==> src/rtl/seq_det_sched.sv <==
// Arbitrated serializer: grants one of four requesters, shifts its word MSB-first into an
// external sequence detector and counts detections. `define SEQ_DET_SCHED_RR_EN for round-robin.
module seq_det_sched #(
  parameter int WORD_W  = 8,
  parameter int DET_LAT = 1
) (
  input  logic                  clock,
  input  logic                  reset,
  input  logic [3:0]            req,
  input  logic [4*WORD_W-1:0]   req_data,
  output logic [3:0]            gnt,
  output logic                  busy,
  output logic                  sequence_out,
  output logic                  det_reset,
  input  logic                  detector_in,
  output logic                  done,
  output logic [1:0]            done_id,
  output logic [3:0]            match_cnt
);

  typedef enum logic [2:0] {IDLE, CLEAR, SHIFT, DRAIN, DONE} state_t;

  localparam logic [4:0] K_FIRST      = 5'(DET_LAT);
  localparam logic [4:0] K_SHIFT_LAST = 5'(WORD_W - 1);
  localparam logic [4:0] K_LAST       = 5'(WORD_W + DET_LAT - 1);

  state_t              state_q, state_d;
  logic [WORD_W-1:0]   word_q, word_d;
  logic [1:0]          id_q, id_d;
  logic [4:0]          k_q, k_d;
  logic [3:0]          cnt_q, cnt_d;
  logic [3:0]          gnt_q, gnt_d;
  logic                busy_q, busy_d;
  logic                seq_q, seq_d;
  logic                det_reset_q, det_reset_d;
  logic                done_q, done_d;
  logic [1:0]          done_id_q, done_id_d;
  logic [3:0]          match_cnt_q, match_cnt_d;
  logic [1:0]          win;
  logic                hit;

`ifdef SEQ_DET_SCHED_RR_EN
  logic [1:0] ptr_q, ptr_d;
  logic [1:0] idx;
  logic       found;

  always_comb begin
    win   = ptr_q;
    idx   = '0;
    found = 1'b0;
    for (int i = 0; i < 4; i++) begin
      idx = ptr_q + 2'(i);
      if (!found && req[idx]) begin
        win   = idx;
        found = 1'b1;
      end
    end
  end
`else
  always_comb begin
    win = '0;
    for (int i = 3; i >= 0; i--)
      if (req[i]) win = 2'(i);
  end
`endif

  // Detector output only counts once the first shifted bit can have reached it.
  assign hit = (k_q >= K_FIRST) && detector_in;

  always_comb begin
    state_d     = state_q;
    word_d      = word_q;
    id_d        = id_q;
    k_d         = k_q;
    cnt_d       = cnt_q;
    gnt_d       = '0;
    busy_d      = busy_q;
    seq_d       = 1'b0;
    det_reset_d = 1'b0;
    done_d      = 1'b0;
    done_id_d   = done_id_q;
    match_cnt_d = match_cnt_q;
`ifdef SEQ_DET_SCHED_RR_EN
    ptr_d       = ptr_q;
`endif
    case (state_q)
      IDLE: if (|req) begin
        word_d      = req_data[win*WORD_W +: WORD_W];
        id_d        = win;
        gnt_d       = 4'b0001 << win;
        busy_d      = 1'b1;
        det_reset_d = 1'b1;
        state_d     = CLEAR;
`ifdef SEQ_DET_SCHED_RR_EN
        ptr_d       = win + 2'd1;
`endif
      end
      CLEAR: begin
        seq_d   = word_q[WORD_W-1];
        word_d  = word_q << 1;
        k_d     = '0;
        cnt_d   = '0;
        state_d = SHIFT;
      end
      SHIFT, DRAIN: begin
        cnt_d  = cnt_q + {3'b0, hit};
        k_d    = k_q + 5'd1;
        word_d = word_q << 1;
        if (k_q < K_SHIFT_LAST) begin
          seq_d   = word_q[WORD_W-1];
          state_d = SHIFT;
        end else if (k_q < K_LAST) begin
          state_d = DRAIN;
        end else begin
          done_d      = 1'b1;
          match_cnt_d = cnt_q + {3'b0, hit};
          done_id_d   = id_q;
          state_d     = DONE;
        end
      end
      DONE: begin
        busy_d  = 1'b0;
        state_d = IDLE;
      end
      default: state_d = IDLE;
    endcase
  end

  always_ff @(posedge clock or posedge reset) begin
    if (reset) begin
      state_q     <= IDLE;
      word_q      <= '0;
      id_q        <= '0;
      k_q         <= '0;
      cnt_q       <= '0;
      gnt_q       <= '0;
      busy_q      <= 1'b0;
      seq_q       <= 1'b0;
      det_reset_q <= 1'b0;
      done_q      <= 1'b0;
      done_id_q   <= '0;
      match_cnt_q <= '0;
`ifdef SEQ_DET_SCHED_RR_EN
      ptr_q       <= '0;
`endif
    end else begin
      state_q     <= state_d;
      word_q      <= word_d;
      id_q        <= id_d;
      k_q         <= k_d;
      cnt_q       <= cnt_d;
      gnt_q       <= gnt_d;
      busy_q      <= busy_d;
      seq_q       <= seq_d;
      det_reset_q <= det_reset_d;
      done_q      <= done_d;
      done_id_q   <= done_id_d;
      match_cnt_q <= match_cnt_d;
`ifdef SEQ_DET_SCHED_RR_EN
      ptr_q       <= ptr_d;
`endif
    end
  end

  assign gnt          = gnt_q;
  assign busy         = busy_q;
  assign sequence_out = seq_q;
  assign det_reset    = det_reset_q;
  assign done         = done_q;
  assign done_id      = done_id_q;
  assign match_cnt    = match_cnt_q;

endmodule

==> config.mk <==
export PLATFORM = sky130hd
export DESIGN_NAME = seq_det_sched
export DESIGN_NICKNAME = d
export VERILOG_FILES = /design/src/rtl/seq_det_sched.sv
export SDC_FILE = /design/constraint.sdc
export NUM_CORES = 1
export LEC_CHECK = 0
export ABC_AREA = 0
export BUFFER_PORTS_ARGS = -buffer_cell sky130_fd_sc_hd__buf_2
export CAP_MARGIN = 25
export CORE_ASPECT_RATIO = 0.75
export CORE_MARGIN = 2
export CORE_UTILIZATION = 51
export CTS_CLUSTER_DIAMETER = 40
export CTS_CLUSTER_SIZE = 12
export DETAILED_ROUTE_END_ITERATION = 8
export PLACE_DENSITY_LB_ADDON = 0.08
export SLEW_MARGIN = 20
export SYNTH_ARGS = -nofsm -noshare
export SYNTH_HDL_FRONTEND = slang
export SYNTH_SLANG_ARGS = --single-unit
export TNS_END_PERCENT = 10
==> constraint.sdc <==
create_clock -name clock -period 2.5 [get_ports clock]
set_clock_uncertainty 0.1 [all_clocks]
set_input_delay 0.25 -clock clock [delete_from_list [all_inputs] [get_ports clock]]
set_output_delay 0.25 -clock clock [all_outputs]
set_load 0.05 [all_outputs]
==> reports/qor.csv <==
stage,metric,value,unit
pwr,Leak Pwr,1.061,nW
final_layout,Antenna Cells,0,
yosys,ys async rst share,100.0,%
yosys,post-synthesis mux area share,3.596,%
grt,total congestion overflow,0,
routing,DR pass1 iterations,4,
floorplan,Initial Utilization,54.59,%
pwr,Gate power share,47.9,%
yosys,mapped cell area,1844,um2
routing,DRT Wirelength,4229,um
yosys,Mapped Nets,227,
yosys,largest family of logic cells by synthesized area,compound AO/OA/AOI/OAI gates,
sta,RSZ-0062 raised after global routing,false,
sta,Worst Max-Slew Pin Slew,695.2,ps
yosys,Yosys warning total,0,
sta,Final Max Slew Viols,0,
yosys,synthesized flop and latch total,36,
pwr,clock share of power,14.2,%
clock_tree,post-CTS sizing,0,
final_layout,Area Growth Syn to Fin,18.93,%
clock_tree,clock latency on the worst-skew pair,280,ps
sta,final hold vios,0,
clock_tree,CTS buffer count,5,
routing,WL per Instance,15.43,um
placement,GPL Wtd Cong,0.9019,
clock_tree,htree depth,2,
floorplan,Core Region,3378,um2
sta,Final setup viols,0,
placement,half-perimeter wire length after detailed placement,3141,um
final_layout,nets,277,
routing,DRT iter0 DRCs,78,
placement,PortBufs,52,
yosys,Post-Synthesis Cells,184,
yosys,Post-Synth Adder-Cell Area,2.714,%
setup_path,crit path kind,register to register,
routing,DRC,0,
setup_path,startpoint class of the critical path,register,
min_path,worst hold stages,3,
final_layout,layout cells sized above 1,30.34,%
floorplan,Die Footprint,4118,um2
routing,vias,1559,
setup_path,"reg-to-reg slack, setup",450,ps
clock_tree,CTS tree,built,
sta,Setup TNS,0,ps
grt,initial antenna violation count,0,
sta,minimum clock period,2053,ps
grt,gr usage total,21.92,%
min_path,worst hold path startpoint,req_data[0],
pwr,internal power,1.482,mW
yosys,"area leader, netlist",dfrtp_1,
pwr,switch share,44.50,%
min_path,Hold Path Class,input pin to register,
final_layout,Util after Layout,64.93,%
floorplan,Horiz. Die Dim,73.44,um
yosys,simple-gate share of the synthesized area,16.08,%
yosys,share of the synthesized area in compound gates (AO/OA/AOI/OAI),22.46,%
grt,first-pass GRT wire length,6955,um
yosys,sequential area share after synthesis,48.85,%
clock_tree,CTS sink count,36,
setup_path,Critical Path AT,2110,ps
final_layout,most frequent cells in the layout,"52 x buf_2, 36 x dfrtp_1, 16 x a21oi_1, 13 x nand2_1",
grt,vias in the first global route,1466,
flow_run,Max-Cap Viols,0,
yosys,"Top FF cell, synth",dfrtp_1,
yosys,Syn Area/Cell,10.02,um2
setup_path,Crit Reg-Reg Endpoint,word_q[4]$_DFFE_PP0P_,
sta,fin crit share,82.13,%
run_status,outcome,"complete, no violations",
final_layout,"most common cell after layout, fill and taps aside",buf_2,
setup_path,Worst Path Required,2560,ps
clock_tree,CTS Buffer Depth,2,
pwr,Max VDD drop,0.9584,mV
routing,Antenna Nets Post-Route,0,
floorplan,Rows,18,
setup_path,Crit. End Element,register,
yosys,top cell type's share of synthesized area,48.85,%
clock_tree,clock-pin transition on the worst setup and hold timing paths,70,ps
clock_tree,clk root buf,clkbuf_8,
setup_path,R2R depth,5,
pwr,switching pwr,1.188,mW
yosys,Netlist cell types,37,
pwr,pwr/cell area,1217,nW/um2
yosys,ranking of synthesized cells by area,"dfrtp_1 49%, a21oi_1 4.3%, a21o_1 4.1%",
setup_path,FF-to-FF Start,state_q[1]$_DFFE_PP0P_,
setup_path,worst-path maximum fanout,12,
sta,fmax,487.0,MHz
min_path,WHS Endpoint,word_q[0]$_DFFE_PP0P_,
routing,routed vias/inst,5.690,
floorplan,Chip Height,56.08,um
pwr,Sequential Power Share,37.9,%
yosys,Synth Area in XOR/XNOR,0.9498,%
sta,slew margin rel.,53.60,%
grt,largest net degree at the start of global routing,21,
yosys,Post-synth EDFFs,0,
floorplan,# IOs,53,
[layer usage]
metal / up-vias / global-route usage [%] / part of all wire, %
li1: 767 / - / -
met1: 722 / 32.33 / 49
met2: 63 / 31.79 / 43
met3: 7 / 6.159 / 6.3
met4: 0 / 5.455 / 0.78
met5: - / 0 / 0
[per-stage QoR]
stage               instance area (um2)  power, mW  hold WS, ps  cells  setup WS, ps
floorplan                          1844      2.029        220.9    184         690.4
global placement                   2106      2.230        267.1    266         556.5
detailed placement                 2106      2.289        296.7    266         482.1
CTS                                2193      2.677        88.33    274         457.4
global route                       2193      2.857        100.9    274         364.8
finish                             2193      2.670        102.8    274         446.7
[worst max-delay path: stages, from the launching register on]
cell	delay (ps)
dfrtp_1	500
or3_1	500
a21o_1	360
clkinv_8	100
nor2_4	50
a221o_1	320
[power by group through the flow]
stage / registers [mW] / logic (mW) / clock network [mW]
finish: 1.01 / 1.28 / 0.380
global route: 1.04 / 1.39 / 0.422
CTS: 1.01 / 1.28 / 0.387
detailed placement: 1.02 / 1.27 / 0
global placement: 1.00 / 1.23 / 0
floorplan: 1.25 / 0.783 / 0
[Yosys cell counts, drive strengths merged, types with 2 or more instances]
library cell   n
nor2b          3
clkbuf         7
a21o          10
nand2         13
o21ai         11
mux2           5
nor3           5
a31oi          8
nand3b         8
a221o          7
nor4           2
or2            2
nand3          5
a22o           5
inv            5
a21oi         16
nor2          13
dfrtp         36
buf            5
ha             4
[registers in the layout (all words and copies together) (netlist names)]
name and flops:
word_q 8, k_q 5, cnt_q 4, gnt 4, match_cnt 4, state_q 3, done_id 2, id_q 2
busy 1, det_reset 1, done 1, sequence_out 1
[what timing repair did]
action                    4_1_cts  5_1_grt
hold buffers                    1        0
hold endpoints to repair       15        0
buffers inserted                0        0
[cell type report]
type	instances	area, um2
fill	282	1185
inverter	6	35.03
multi-input combinational	130	844.6
clock buffer	6	72.57
sequential	36	900.9
tap	40	50.05
clock inverter	1	5.005
timing repair buffer	55	285.3
[cell families after synthesis]
family                   count (synthesis)
flip-flops                              36
AND/OR/NAND/NOR                         56
adder cells (fa/ha/maj)                  4
XOR/XNOR                                 2
multiplexers                             6
buffers and inverters                   18
AO/OA/AOI/OAI                           62
[how the worst max path moves through the flow]
stage,cells past startpoint,end,start
final,5,word_q[4]$_DFFE_PP0P_,state_q[1]$_DFFE_PP0P_
after CTS,5,word_q[4]$_DFFE_PP0P_,state_q[1]$_DFFE_PP0P_
after floorplan,6,match_cnt[1]$_DFFE_PP0P_,k_q[0]$_DFFE_PP0P_
after detailed placement,5,word_q[4]$_DFFE_PP0P_,state_q[1]$_DFFE_PP0P_
after global placement,5,word_q[6]$_DFFE_PP0P_,state_q[1]$_DFFE_PP0P_
after global routing,5,word_q[4]$_DFFE_PP0P_,state_q[1]$_DFFE_PP0P_
(Power assumes the default switching activity.)
